[config.mk]
export PLATFORM = sky130hd
export DESIGN_NAME = zapper_sense_flat
export DESIGN_NICKNAME = d
export VERILOG_FILES = /design/src/rtl/zapper_sense_if.sv /design/src/rtl/zapper_sense.sv /design/src/flat_wrapper.sv
export SDC_FILE = /design/constraint.sdc
export NUM_CORES = 1
export LEC_CHECK = 0
export ABC_CLOCK_PERIOD_IN_PS = 9100
export BUFFER_PORTS_ARGS = -buffer_cell sky130_fd_sc_hd__buf_4
export CELL_PAD_IN_SITES_DETAIL_PLACEMENT = 0
export CELL_PAD_IN_SITES_GLOBAL_PLACEMENT = 1
export CORE_ASPECT_RATIO = 0.6
export CORE_MARGIN = 2
export CORE_UTILIZATION = 45
export DETAILED_ROUTE_END_ITERATION = 8
export PLACE_DENSITY_LB_ADDON = 0.1
export SKIP_CTS_REPAIR_TIMING = 1
export SYNTH_ARGS = -nofsm -noshare
export SYNTH_HDL_FRONTEND = slang
export SYNTH_SLANG_ARGS = --single-unit
[constraint.sdc]
create_clock -name clk -period 9.1 [get_ports clk]
set_input_delay 0.91 -clock clk [delete_from_list [all_inputs] [get_ports clk]]
set_output_delay 0.91 -clock clk [all_outputs]
set_load 0.005 [all_outputs]
[src/rtl/zapper_sense_if.sv]
// Pixel-stream bundle between the PPU timing/colour source and the Zapper sense stage.
// The master drives the pixel stream. The slave returns the reticle overlay select.
interface zapper_sense_if;
  logic       pix_ce;
  logic [5:0] color;
  logic [8:0] count_h;
  logic [8:0] count_v;
  logic [1:0] reticle;

  modport master (
    output pix_ce,
    output color,
    output count_h,
    output count_v,
    input  reticle
  );

  modport slave (
    input  pix_ce,
    input  color,
    input  count_h,
    input  count_v,
    output reticle
  );
endinterface

[src/rtl/zapper_sense.sv]
// Zapper light-gun emulation: counts bright pixels in a box around the cursor, then holds
// the light output for a number of lines. It also stretches the trigger and draws the reticle.
module zapper_sense #(
  parameter int unsigned HALF        = 2,
  parameter int unsigned THRESH      = 4,
  parameter int unsigned HOLD_LINES  = 20,
  parameter int unsigned TRIG_FRAMES = 3
) (
  input  logic           clk,
  input  logic           reset,
  input  logic           enable,
  input  logic [7:0]     cursor_x,
  input  logic [7:0]     cursor_y,
  input  logic           trigger_in,
  output logic           light,
  output logic           trigger_out,
  zapper_sense_if.slave  pix
);

  typedef enum logic [1:0] {WAIT, SENSE, LIT} state_t;

  localparam logic [3:0] THRESH_V  = 4'(THRESH);
  localparam logic [5:0] LAST_LINE = 6'(HOLD_LINES - 1);
  localparam logic [7:0] TRIG_V    = 8'(TRIG_FRAMES);
  localparam logic [9:0] HALF_V    = 10'(HALF);

  state_t     state;
  logic [3:0] hit_cnt;
  logic [5:0] line_cnt;
  logic [7:0] trig_frames;
  logic       frame_seen;
  logic       trig_s1, trig_s2, trig_s2_d;

  logic [9:0] dx, dy, adx, ady;
  logic       visible, in_box, bright, hit;
  logic       frame_start, line_end;
  logic [3:0] hit_base, hit_next;
  logic       ret_draw;

  // The signed differences are kept 10 bits wide, so a box at a screen edge is clipped, not wrapped.
  always_comb begin
    dx  = {1'b0, pix.count_h} - {2'b00, cursor_x};
    dy  = {1'b0, pix.count_v} - {2'b00, cursor_y};
    adx = dx[9] ? (10'd0 - dx) : dx;
    ady = dy[9] ? (10'd0 - dy) : dy;
  end

  always_comb begin
    visible     = (pix.count_h < 9'd256) && (pix.count_v < 9'd240);
    in_box      = visible && (adx <= HALF_V) && (ady <= HALF_V);
    bright      = ((pix.color[5:4] >= 2'd2) && (pix.color[3:0] <= 4'hC)) ||
                  (pix.color == 6'h20) || (pix.color == 6'h30);
    hit         = in_box && bright;
    frame_start = (pix.count_v == 9'd0) && (pix.count_h == 9'd0);
    line_end    = (pix.count_h == 9'd340);
  end

  // A frame-start pixel starts the new count, so a hit on that pixel counts toward the threshold.
  always_comb begin
    hit_base = frame_start ? 4'd0 : hit_cnt;
    hit_next = hit_base;
    if (hit && (hit_base != 4'd15))
      hit_next = hit_base + 4'd1;
  end

  always_comb begin
    ret_draw = enable && visible &&
               (((dx == 10'd0) && (ady <= 10'd3)) || ((dy == 10'd0) && (adx <= 10'd3)));
    pix.reticle = {ret_draw & light, ret_draw};
  end

  always_ff @(posedge clk) begin
    if (reset) begin
      state       <= WAIT;
      light       <= 1'b0;
      hit_cnt     <= '0;
      line_cnt    <= '0;
      frame_seen  <= 1'b0;
      trig_frames <= '0;
      trigger_out <= 1'b0;
      trig_s1     <= 1'b0;
      trig_s2     <= 1'b0;
      trig_s2_d   <= 1'b0;
    end else begin
      trig_s1   <= trigger_in;
      trig_s2   <= trig_s1;
      trig_s2_d <= trig_s2;

      if (trig_s2 && !trig_s2_d) begin
        trigger_out <= 1'b1;
        trig_frames <= TRIG_V;
      end else begin
        if (pix.pix_ce && frame_start && (trig_frames != 8'd0))
          trig_frames <= trig_frames - 8'd1;
        if ((trig_frames == 8'd0) && !trig_s2)
          trigger_out <= 1'b0;
      end

      if (!enable) begin
        state <= WAIT;
        light <= 1'b0;
      end else if (pix.pix_ce) begin
        unique case (state)
          WAIT, SENSE: begin
            if ((state == SENSE) || frame_start) begin
              hit_cnt <= hit_next;
              if (hit && (hit_next == THRESH_V)) begin
                state      <= LIT;
                light      <= 1'b1;
                line_cnt   <= '0;
                frame_seen <= 1'b0;
              end else begin
                state <= SENSE;
              end
            end
          end
          LIT: begin
            if (line_end && (line_cnt == LAST_LINE)) begin
              light      <= 1'b0;
              line_cnt   <= '0;
              frame_seen <= 1'b0;
              if (frame_seen || frame_start) begin
                state   <= SENSE;
                hit_cnt <= '0;
              end else begin
                state <= WAIT;
              end
            end else begin
              if (line_end)
                line_cnt <= line_cnt + 6'd1;
              if (frame_start)
                frame_seen <= 1'b1;
            end
          end
          default: state <= WAIT;
        endcase
      end
    end
  end

endmodule

[src/flat_wrapper.sv]
// flat-port wrapper written by rule: the top's interface ports become plain ports
module zapper_sense_flat 
#(
  parameter int unsigned HALF        = 2,
  parameter int unsigned THRESH      = 4,
  parameter int unsigned HOLD_LINES  = 20,
  parameter int unsigned TRIG_FRAMES = 3
)
  (clk, reset, enable, cursor_x, cursor_y, trigger_in, light, trigger_out, pix_pix_ce, pix_color, pix_count_h, pix_count_v, pix_reticle);
  zapper_sense_if pix_i ();
  input  logic clk;
  input  logic reset;
  input  logic enable;
  input  logic [7:0] cursor_x;
  input  logic [7:0] cursor_y;
  input  logic trigger_in;
  output logic light;
  output logic trigger_out;
  input wire logic [$bits(pix_i.pix_ce)-1:0] pix_pix_ce;
  input wire logic [$bits(pix_i.color)-1:0] pix_color;
  input wire logic [$bits(pix_i.count_h)-1:0] pix_count_h;
  input wire logic [$bits(pix_i.count_v)-1:0] pix_count_v;
  output wire logic [$bits(pix_i.reticle)-1:0] pix_reticle;
  assign pix_i.pix_ce = pix_pix_ce;
  assign pix_i.color = pix_color;
  assign pix_i.count_h = pix_count_h;
  assign pix_i.count_v = pix_count_v;
  assign pix_reticle = pix_i.reticle;
  zapper_sense #(.HALF(HALF), .THRESH(THRESH), .HOLD_LINES(HOLD_LINES), .TRIG_FRAMES(TRIG_FRAMES)) u_core (.clk(clk), .reset(reset), .enable(enable), .cursor_x(cursor_x), .cursor_y(cursor_y), .trigger_in(trigger_in), .light(light), .trigger_out(trigger_out), .pix(pix_i));
endmodule
Word-level counts from Yosys, hierarchy flattened
Cells that the tools add are included.
{"block": "classes", "addsub": 7, "n_bitwise": 2, "n_eq_ne": 14, "order_cmp": 8, "n_reduce_logical": 42, "n_mux": 31}
{"cell": "10-bit by 2-bit less-or-equal comparator with 1-bit output (second input constant)", "n": 4}
{"cell": "6-bit two-way mux", "n": 4}
{"cell": "10-bit zero test", "n": 2}
{"cell": "10-bit two-way mux", "n": 2}
{"cell": "4-bit two-way mux", "n": 5}
{"cell": "1-bit by 10-bit subtractor with 10-bit output (first input constant)", "n": 2}
{"cell": "9-bit by 8-bit subtractor with 10-bit output", "n": 2}
{"cell": "9-bit zero test", "n": 2}
{"cell": "6-bit AND reduction", "n": 3}
{"cell": "1-bit logical AND", "n": 17}
{"cell": "6-bit equality test (second input constant)", "n": 2}
{"cell": "6-bit one-hot mux with 2 select lines", "n": 1}
{"cell": "1-bit two-way mux", "n": 10}
{"cell": "2-bit two-way mux", "n": 5}
{"cell": "9-bit equality test (second input constant)", "n": 1}
{"cell": "9-bit by 8-bit less-than comparator with 1-bit output (second input constant)", "n": 1}
{"cell": "9-bit less-than comparator (second input constant)", "n": 1}
{"cell": "8-bit zero test", "n": 1}
{"cell": "2-bit by 1-bit != test with 1-bit output (second input constant)", "n": 4}
{"cell": "4-bit one-hot mux with 2 select lines", "n": 1}
{"cell": "8-bit nonzero test", "n": 1}
{"cell": "8-bit by 1-bit subtractor with 8-bit output (second input constant)", "n": 1}
{"cell": "6-bit by 1-bit adder with 6-bit output (second input constant)", "n": 1}
{"cell": "6-bit by 5-bit equality test with 1-bit output (second input constant)", "n": 1}
{"cell": "19 further kinds", "n": 30}
{"block": "totals", "regBits": 26, "out_inout_bits": 4, "wordCells": 115}

Longest topological paths before layout
Gate-level depths: netlist of run 1.
{"block": "depth", "word_depth": 14, "depth_mapped": 13, "depth_no_buf": 13}

Least setup slack after synthesis of run 1
No wires, ideal clock.
{"block": "synth_path", "path_kind": "input -> output", "startpoint": "input pix_count_h[0]", "endpoint": "output pix_reticle[1]", "arrival_ns": 3.491, "setup_slack_ns": 4.699, "cell_stages": 13, "path_buffers": 0, "path_cell_list": "inv_1 ha_1 fa_1 nand2b_1 o2bb2ai_1 nor2b_1 or4_1 a211oi_1 a211oi_1 nor4_4 a32oi_1 nor2_1 and2_1"}
{"block": "synth_between", "elab_chain_cells": 8, "elab_cells_between_ends": 13, "cone_classes": "2 x add/sub; 2 x order compare; 1 x mux; 1 x bitwise; 7 x reduce/logical"}
{"item": "start, declared", "line": "flat_wrapper.sv:21", "rtl": "input wire logic [$bits(pix_i.count_h)-1:0] pix_count_h;"}
{"item": "9-bit by 8-bit subtractor with 10-bit output", "line": "zapper_sense.sv:42", "rtl": "dx = {1'b0, pix.count_h} - {2'b00, cursor_x};"}
{"item": "1-bit by 10-bit subtractor with 10-bit output", "line": "zapper_sense.sv:44", "rtl": "adx = dx[9] ? (10'd0 - dx) : dx;"}
{"item": "10-bit two-way mux", "line": "zapper_sense.sv:44"}
{"item": "10-bit by 2-bit less-or-equal comparator with 1-bit output", "line": "zapper_sense.sv:68", "rtl": "(((dx == 10'd0) && (ady <= 10'd3)) || ((dy == 10'd0) && (adx <= 10'd3)));"}
{"item": "1-bit logical AND", "line": "zapper_sense.sv:68"}
{"item": "1-bit logical OR", "line": "zapper_sense.sv:68"}
{"item": "1-bit logical AND *", "line": "zapper_sense.sv:67", "rtl": "ret_draw = enable && visible &&"}
{"item": "named net u_core.ret_draw", "line": "zapper_sense.sv:38", "rtl": "logic ret_draw;"}
{"item": "1-bit bitwise AND *", "line": "zapper_sense.sv:69", "rtl": "pix.reticle = {ret_draw & light, ret_draw};"}
{"item": "end, declared", "line": "flat_wrapper.sv:23", "rtl": "output wire logic [$bits(pix_i.reticle)-1:0] pix_reticle;"}
The timed path passes the listed nets; every way through them passes the cells marked *.

Worst setup path in the final report of run 1
{"block": "layout_path", "startpoint": "input pix_count_v[0]", "endpoint": "output pix_reticle[1]"}
{"block": "layout_between", "elab_chain_cells": 8, "elab_cells_between_ends": 13, "cone_classes": "2 x add/sub; 2 x order compare; 1 x mux; 1 x bitwise; 7 x reduce/logical"}
{"item": "start, declared", "line": "flat_wrapper.sv:22", "rtl": "input wire logic [$bits(pix_i.count_v)-1:0] pix_count_v;"}
{"item": "9-bit by 8-bit subtractor with 10-bit output", "line": "zapper_sense.sv:43", "rtl": "dy = {1'b0, pix.count_v} - {2'b00, cursor_y};"}
{"item": "1-bit by 10-bit subtractor with 10-bit output", "line": "zapper_sense.sv:45", "rtl": "ady = dy[9] ? (10'd0 - dy) : dy;"}
{"item": "10-bit two-way mux", "line": "zapper_sense.sv:45"}
{"item": "10-bit by 2-bit less-or-equal comparator with 1-bit output", "line": "zapper_sense.sv:68"}
{"item": "1-bit logical AND", "line": "zapper_sense.sv:68"}
{"item": "1-bit logical OR", "line": "zapper_sense.sv:68"}
{"item": "1-bit logical AND *", "line": "zapper_sense.sv:67"}
{"item": "1-bit bitwise AND *", "line": "zapper_sense.sv:69"}
Every way passes the cells marked *; elsewhere a longest branch is shown, timed or not.

==> flow_metrics.tcl, run 1 <==
set metrics [dict create \
    pin_count 49 \
    min_path_cells 1 \
    ys_ff_latch 26 \
    dp.cells 523 \
    slew_headroom 0.4574 \
    whs_endpoint "u_core.trig_s2" \
    syn_area_um2 2907 \
    post-route-util 0.5497 \
    routed_via_density 5.666 \
    whs_ns 0.4610 \
    r2r_start "u_core.hit_cnt[1]" \
    route.detailed.drc 0 \
    critPathMostFrequentCell "buf_4" \
    tightestPinTransition_ns 0.7934 \
    p_switching_mw 0.1239 \
    overflow 0 \
    syn_inst 400 \
    wl_met1_mm 4.261 \
    slew_viol_final 0 \
    muxShareOfSynthArea 0.01722 \
    htreeDepth 1 \
    grt_first_pass_wirelength_mm 13.00 \
    synthAdderAreaFrac 0.1085 \
    rows 22 \
    path_cells "buf_4, inv_1, ha_1, fa_1, nand2b_1, a21oi_1, xor2_1, a2111oi_0, nand4_1, a31oi_1, nor3_1, a32oi_1, nor2_1, and2_1, buf_4" \
    met3_length_um 381 \
    fillerInstances 620 \
    cp_max_fo 5 \
    internal_power_mw 0.2114 \
    cts.path.max_buffers 2 \
    slowest_stage "a2111oi_0" \
    port_buffers 47 \
    synth-xor-area-share 0.04821 \
    final_common_cell "buf_4" \
    dp_hpwl_mm 6.366 \
    fp.dieW_um 107.8 \
    worstHoldStart "u_core.trig_s1" \
    r2r_setup_slack_ns 6.57 \
    r2r_cells 9 \
    ys_warn_count 0 \
    r2r-end "u_core.line_cnt[1]" \
    comb_power_share 0.425 \
    crit_path_end_kind "output pin" \
    gp_congestion 0.8369 \
    synth_top_family_by_area "simple AND/OR/NAND/NOR gates" \
    status "finished, final reports clean" \
    pwr-share-clk 0.226 \
    nets 513 \
    drive_gt1_frac 0.1512 \
    start_util 0.4714 \
    p_sw_frac 0.3695 \
    dr.first_iter.drc_count 160 \
    seq_power_share 0.349 \
    grt_pass1_vias 2662 \
    grtUsageTotal 0.2258 \
    synth.avg_cell_area_um2 7.266 \
    num_antenna_cells 0 \
    layoutNonFillerInstCount 527 \
    cp.arrival_ns 4.19 \
    dieArea_um2 7139 \
    period_share 0.5609 \
    synth-edff-count 0 \
    ant_nets 0 \
    hp-class "flip-flop to flip-flop" \
    critical_path_class "input port to output pin" \
    met2_length_mm 3.017 \
    clock-root-buffer "clkbuf_8" \
    hold_viol_final 0 \
    ys_seq_area_frac 0.1791 \
    worst_path_largest_cell_delay_ns 0.73 \
    numCtsBuffers 3 \
    p_leak_nw 1.415 \
    area_growth_syn_to_layout_pct 16.62 \
    die_y_um 66.25 \
    grt_max_degree 19 \
    synthesis.nets 469 \
    cts_tree "yes" \
    cp_num_buf_inv 3 \
    setup_viol 0 \
    routed.top_layer "met4" \
    synth_compound_area_frac 0.2652 \
    required_ns 8.19 \
    ys_async_sr_fraction 0 \
    period_needed_ns 5.105 \
    synthFlopType "dfxtp_1" \
    clock.fmax_ghz 0.1959 \
    fin_worst_skew_ns 0.003131 \
    cp-start-kind "input port" \
    cts.clk_slew.worst_paths_ns 0.09 \
    drt_first_pass_iters 5 \
    clock-sinks 26 \
    antenna_found_initial 0 \
    ys_types 63 \
    max-vdd-ir-drop_uv 59.81 \
    max_cap_viol_count 0 \
    clk_latency_ns 0.27 \
    mostFrequentLayoutCells "48 x buf_4, 42 x nand2_1, 38 x nor2_1" \
    critical-path-top-delay-family "compound AO/OA/AOI/OAI gates" \
    rsz0062_at_grt "false" \
    wirelength_mm 7.669 \
    power_density_nw_per_um2 98.91 \
    wl_per_cell_um 14.55 \
    via_count 2986 \
    synth-simple-area-share 0.3289 \
    fin_tns_setup_ns 0 \
    core_um2 6166 \
]
-- cell type report --
class / instances / area, µm² / area share
flip-flops and latches: 26 / 520.5 / 0.1536
well taps: 84 / 105.1 / 0.03101
clock buffers: 4 / 55.05 / 0.01624
multi-input cells: 334 / 2232 / 0.6585
inverters: 31 / 116.4 / 0.03433
repair buffers: 48 / 360.3 / 0.1063
-- registers in the layout (all words and copies together), names as in the netlist --
name,count
u_core.trig_frames,8
u_core.trig_s2_d,1
u_core.trigger_out,1
u_core.line_cnt,6
u_core.frame_seen,1
u_core.trig_s1,1
u_core.trig_s2,1
u_core.light,1
u_core.state,2
u_core.hit_cnt,4
-- metal layers --
layer	vias to the layer above	GRT usage
li1	1554	-
met5	-	0
met3	2	0.03941
met1	1373	0.3621
met4	0	0.01442
met2	57	0.3192
-- worst max-delay path by stage --
stage / start / to / slack, ns / cells past startpoint
final: pix_count_v[0] / pix_reticle[1] / 4.00 / 15
after global routing: pix_count_v[0] / pix_reticle[1] / 3.72 / 14
after CTS: pix_count_v[0] / pix_reticle[1] / 4.04 / 15
after detailed placement: pix_count_v[0] / pix_reticle[1] / 4.07 / 15
after global placement: pix_count_v[0] / pix_reticle[1] / 4.12 / 15
after floorplan: pix_count_h[0] / pix_reticle[1] / 4.70 / 13
-- cells in the mapped netlist (all sizes together), types with 8 or more instances --
cell | instances | area share
nand2 | 42 | 0.054
nor2 | 40 | 0.053
inv | 31 | 0.040
o21ai | 28 | 0.048
a21oi | 27 | 0.048
dfxtp | 26 | 0.18
ha | 22 | 0.095
nand3 | 18 | 0.031
nor2b | 12 | 0.026
nor3 | 10 | 0.017
xor2 | 10 | 0.030
nor4 | 9 | 0.025
clkbuf | 8 | 0.010
o211ai | 8 | 0.025
-- power groups by stage --
stage | Sequential (mW) | Combinational [mW] | Clock (mW)
after floorplan | 0.118 | 0.101 | 0
after global placement | 0.119 | 0.139 | 0
after detailed placement | 0.119 | 0.140 | 0
after CTS | 0.117 | 0.141 | 0.0779
after global routing | 0.117 | 0.159 | 0.0836
final | 0.117 | 0.143 | 0.0758
-- worst register-to-register path: stages (launching register included) --
cell,delay (ns)
dfxtp_1,0.41
nor2b_1,0.24
ha_1,0.31
nand3_1,0.20
nor3_1,0.18
a31oi_1,0.11
a211oi_1,0.31
a31oi_2,0.27
o211ai_1,0.28
o41ai_2,0.10
-- stage by stage --
stage / worst slack (ns) / power (mW) / instance area (µm²)
floorplan: 4.699 / 0.2193 / 2907
global placement: 4.124 / 0.2582 / 3334
detailed placement: 4.067 / 0.2595 / 3334
CTS: 4.038 / 0.3357 / 3390
global route: 3.720 / 0.3593 / 3390
finish: 3.995 / 0.3352 / 3390
-- kinds of logic after synthesis --
logic type | after synthesis
and+or+nand+nor | 180
AOI/OAI and AO/OA | 109
buffers and inverters | 40
DFF | 26
adders and majority gates | 24
xor gates and xnor gates | 16
muxes | 5
Note: power is estimated with default switching activity, not from simulation.
==> run 2, diff against run 1 <==
--- a/config.mk
+++ b/config.mk
@@ -5,13 +5,13 @@
 export SDC_FILE = /design/constraint.sdc
 export NUM_CORES = 1
 export LEC_CHECK = 0
-export ABC_CLOCK_PERIOD_IN_PS = 9100
+export ABC_CLOCK_PERIOD_IN_PS = 4500
 export BUFFER_PORTS_ARGS = -buffer_cell sky130_fd_sc_hd__buf_4
 export CELL_PAD_IN_SITES_DETAIL_PLACEMENT = 0
 export CELL_PAD_IN_SITES_GLOBAL_PLACEMENT = 1
 export CORE_ASPECT_RATIO = 0.6
 export CORE_MARGIN = 2
-export CORE_UTILIZATION = 45
+export CORE_UTILIZATION = 37
 export DETAILED_ROUTE_END_ITERATION = 8
 export PLACE_DENSITY_LB_ADDON = 0.1
 export SKIP_CTS_REPAIR_TIMING = 1
==> constraint.sdc (replaced) <==
create_clock -name clk -period 4.5 [get_ports clk]
set_input_delay 0.45 -clock clk [delete_from_list [all_inputs] [get_ports clk]]
set_output_delay 0.45 -clock clk [all_outputs]
set_load 0.005 [all_outputs]
==> run 2 against run 1 <==
Compared with the run above:
- worst hold slack got worse by 0.069 ns
- clock-buffer cell count decreased by 1
- combinational power increased by 100%
- non-clock buffer count increased by 1
- critical endpoint unchanged
- highest routed layer unchanged
- die area increased by 21%
- global-route usage decreased by 3.5 points
- clock power increased to 3.5 times the previous value
- sequential share of layout area decreased by 0.37 points
==> flow_metrics.tcl, run 2 (synthesis gave the netlist of run 1 again) <==
set metrics [dict create \
    wl_per_cell_um 14.50 \
    hold_viol_final 0 \
    tightestPinTransition_ns 0.5797 \
    worst_path_largest_cell_delay_ns 0.53 \
    fin_tns_setup_ns 0 \
    fillerInstances 769 \
    power_density_nw_per_um2 228.4 \
    antenna_found_initial 0 \
    drive_gt1_frac 0.1532 \
    cp_max_fo 5 \
    mostFrequentLayoutCells "49 x buf_4, 42 x nand2_1, 38 x nor2_1" \
    drt_first_pass_iters 4 \
    place_ws_ns 0.5274 \
    ant_nets 0 \
    path_cells "buf_4, inv_1, ha_1, fa_1, nand2b_1, a2111o_1, o211ai_1, nor2_1, and2_1, nor4b_1, nor4_4, a32oi_1, nor2_1, and2_1, buf_4" \
    start_util 0.3903 \
    period_needed_ns 3.955 \
    die_y_um 72.66 \
    cp_num_buf_inv 3 \
    cp.arrival_ns 3.50 \
    cp-start-kind "input port" \
    port_buffers 47 \
    grt_max_degree 19 \
    grtUsageTotal 0.1911 \
    htreeDepth 1 \
    largest-register "u_core.trig_frames" \
    rsz0062_at_grt "false" \
    period_share 0.8789 \
    cts.path.max_buffers 2 \
    whs_ns 0.3921 \
    setup_viol 0 \
    fp.dieW_um 118.4 \
    pin_count 49 \
    status "finished, final reports clean" \
    slew_viol_final 0 \
    final_common_cell "buf_4" \
    required_ns 4.05 \
    regArea_um2 520.5 \
    wirelength_mm 7.944 \
    fin_worst_skew_ns 0.003813 \
    p_leak_nw 1.443 \
    nets 514 \
    clk_latency_ns 0.27 \
    hp-class "input port to flip-flop" \
    slew_headroom 0.6081 \
    reg.largest.list "u_core.trig_frames (8), u_core.line_cnt (6), u_core.hit_cnt (4)" \
    cts_tree "yes" \
    area_growth_syn_to_layout_pct 19.46 \
    dp.cells 544 \
    crit_path_end_kind "output pin" \
    max-vdd-ir-drop_uv 123.7 \
    postLayoutSetupSlackWorst_ns 0.5450 \
    rows 24 \
    overflow 0 \
    max_cap_viol_count 0 \
    dr.first_iter.drc_count 226 \
    routed_via_density 5.505 \
    clock-root-buffer "clkbuf_16" \
    numCtsBuffers 3 \
    dieArea_um2 8604 \
    route.detailed.drc 0 \
    multiInputGateArea_um2 2232 \
    layoutNonFillerInstCount 548 \
    core_um2 7447 \
    slowest_stage "nor4b_1" \
    dp_hpwl_mm 6.559 \
    largest_reg_flops 8 \
    via_count 3017 \
    gp_congestion 0.8109 \
    critical_path_class "input port to output pin" \
    num_antenna_cells 0 \
    grt_first_pass_wirelength_mm 13.48 \
    clock-sinks 26 \
    clock.fmax_ghz 0.2528 \
    critical-path-top-delay-family "simple AND/OR/NAND/NOR gates" \
    grt_pass1_vias 2766 \
    cts.clk_slew.worst_paths_ns 0.07 \
]
-- run 2: changes by cell type in the layout (fill, tap and decap cells not counted), sizes merged --
cell,delta
buf,+1
bufinv,+1
clkbuf,-1
-- run 2: final cells by class --
type / instances / share of cell area
multi-input cells: 334 / 0.6429
flip-flops and latches: 26 / 0.1499
repair buffers: 49 / 0.1059
well taps: 104 / 0.03748
inverters: 31 / 0.03351
clock buffers: 3 / 0.02162
clock inverters: 1 / 0.008649
-- run 2: stage by stage --
| step | util | total power, mW | area [µm²] |
|---|---|---|---|
| 6_report | 0.4662 | 0.7931 | 3472 |
| 5_1_grt | 0.4662 | 0.8424 | 3472 |
| 4_1_cts | 0.4662 | 0.7950 | 3472 |
| 3_5_place_dp | 0.4521 | 0.5284 | 3367 |
| 3_3_place_gp | 0.4521 | 0.5261 | 3367 |
| 2_1_floorplan | - | 0.4435 | 2907 |
-- run 2: routing by layer --
layer  routed length (µm)  global-route usage  vias to the layer above
li1                     -                   -                     1558
met1                 4570              0.3021                     1411
met2                 3073              0.2775                       46
met3                  288             0.03438                        2
met4                   12             0.01455                        0
met5                    0                   0                        -
-- run 2: power by group --
| group | leakage, nW | switching [mW] | internal (mW) |
|---|---|---|---|
| Combinational | 1.18 | 0.173 | 0.117 |
| Sequential | 0.211 | 0.00339 | 0.233 |
| Clock | 0.0511 | 0.0892 | 0.177 |
| Total | 1.44 | 0.266 | 0.527 |
-- run 2: path summary, 6_finish.rpt --
kind | start | endpoint | slack (ns) | depth (start not counted)
worst max register to register | u_core.hit_cnt[1] | u_core.line_cnt[1] | 2.08 | 9
worst min-delay path | trigger_in | u_core.trig_s1 | 0.39 | 2
worst max-delay path | pix_count_h[0] | pix_reticle[1] | 0.55 | 15
worst min register to register | u_core.trig_s2 | u_core.trig_s2_d | 0.48 | 1
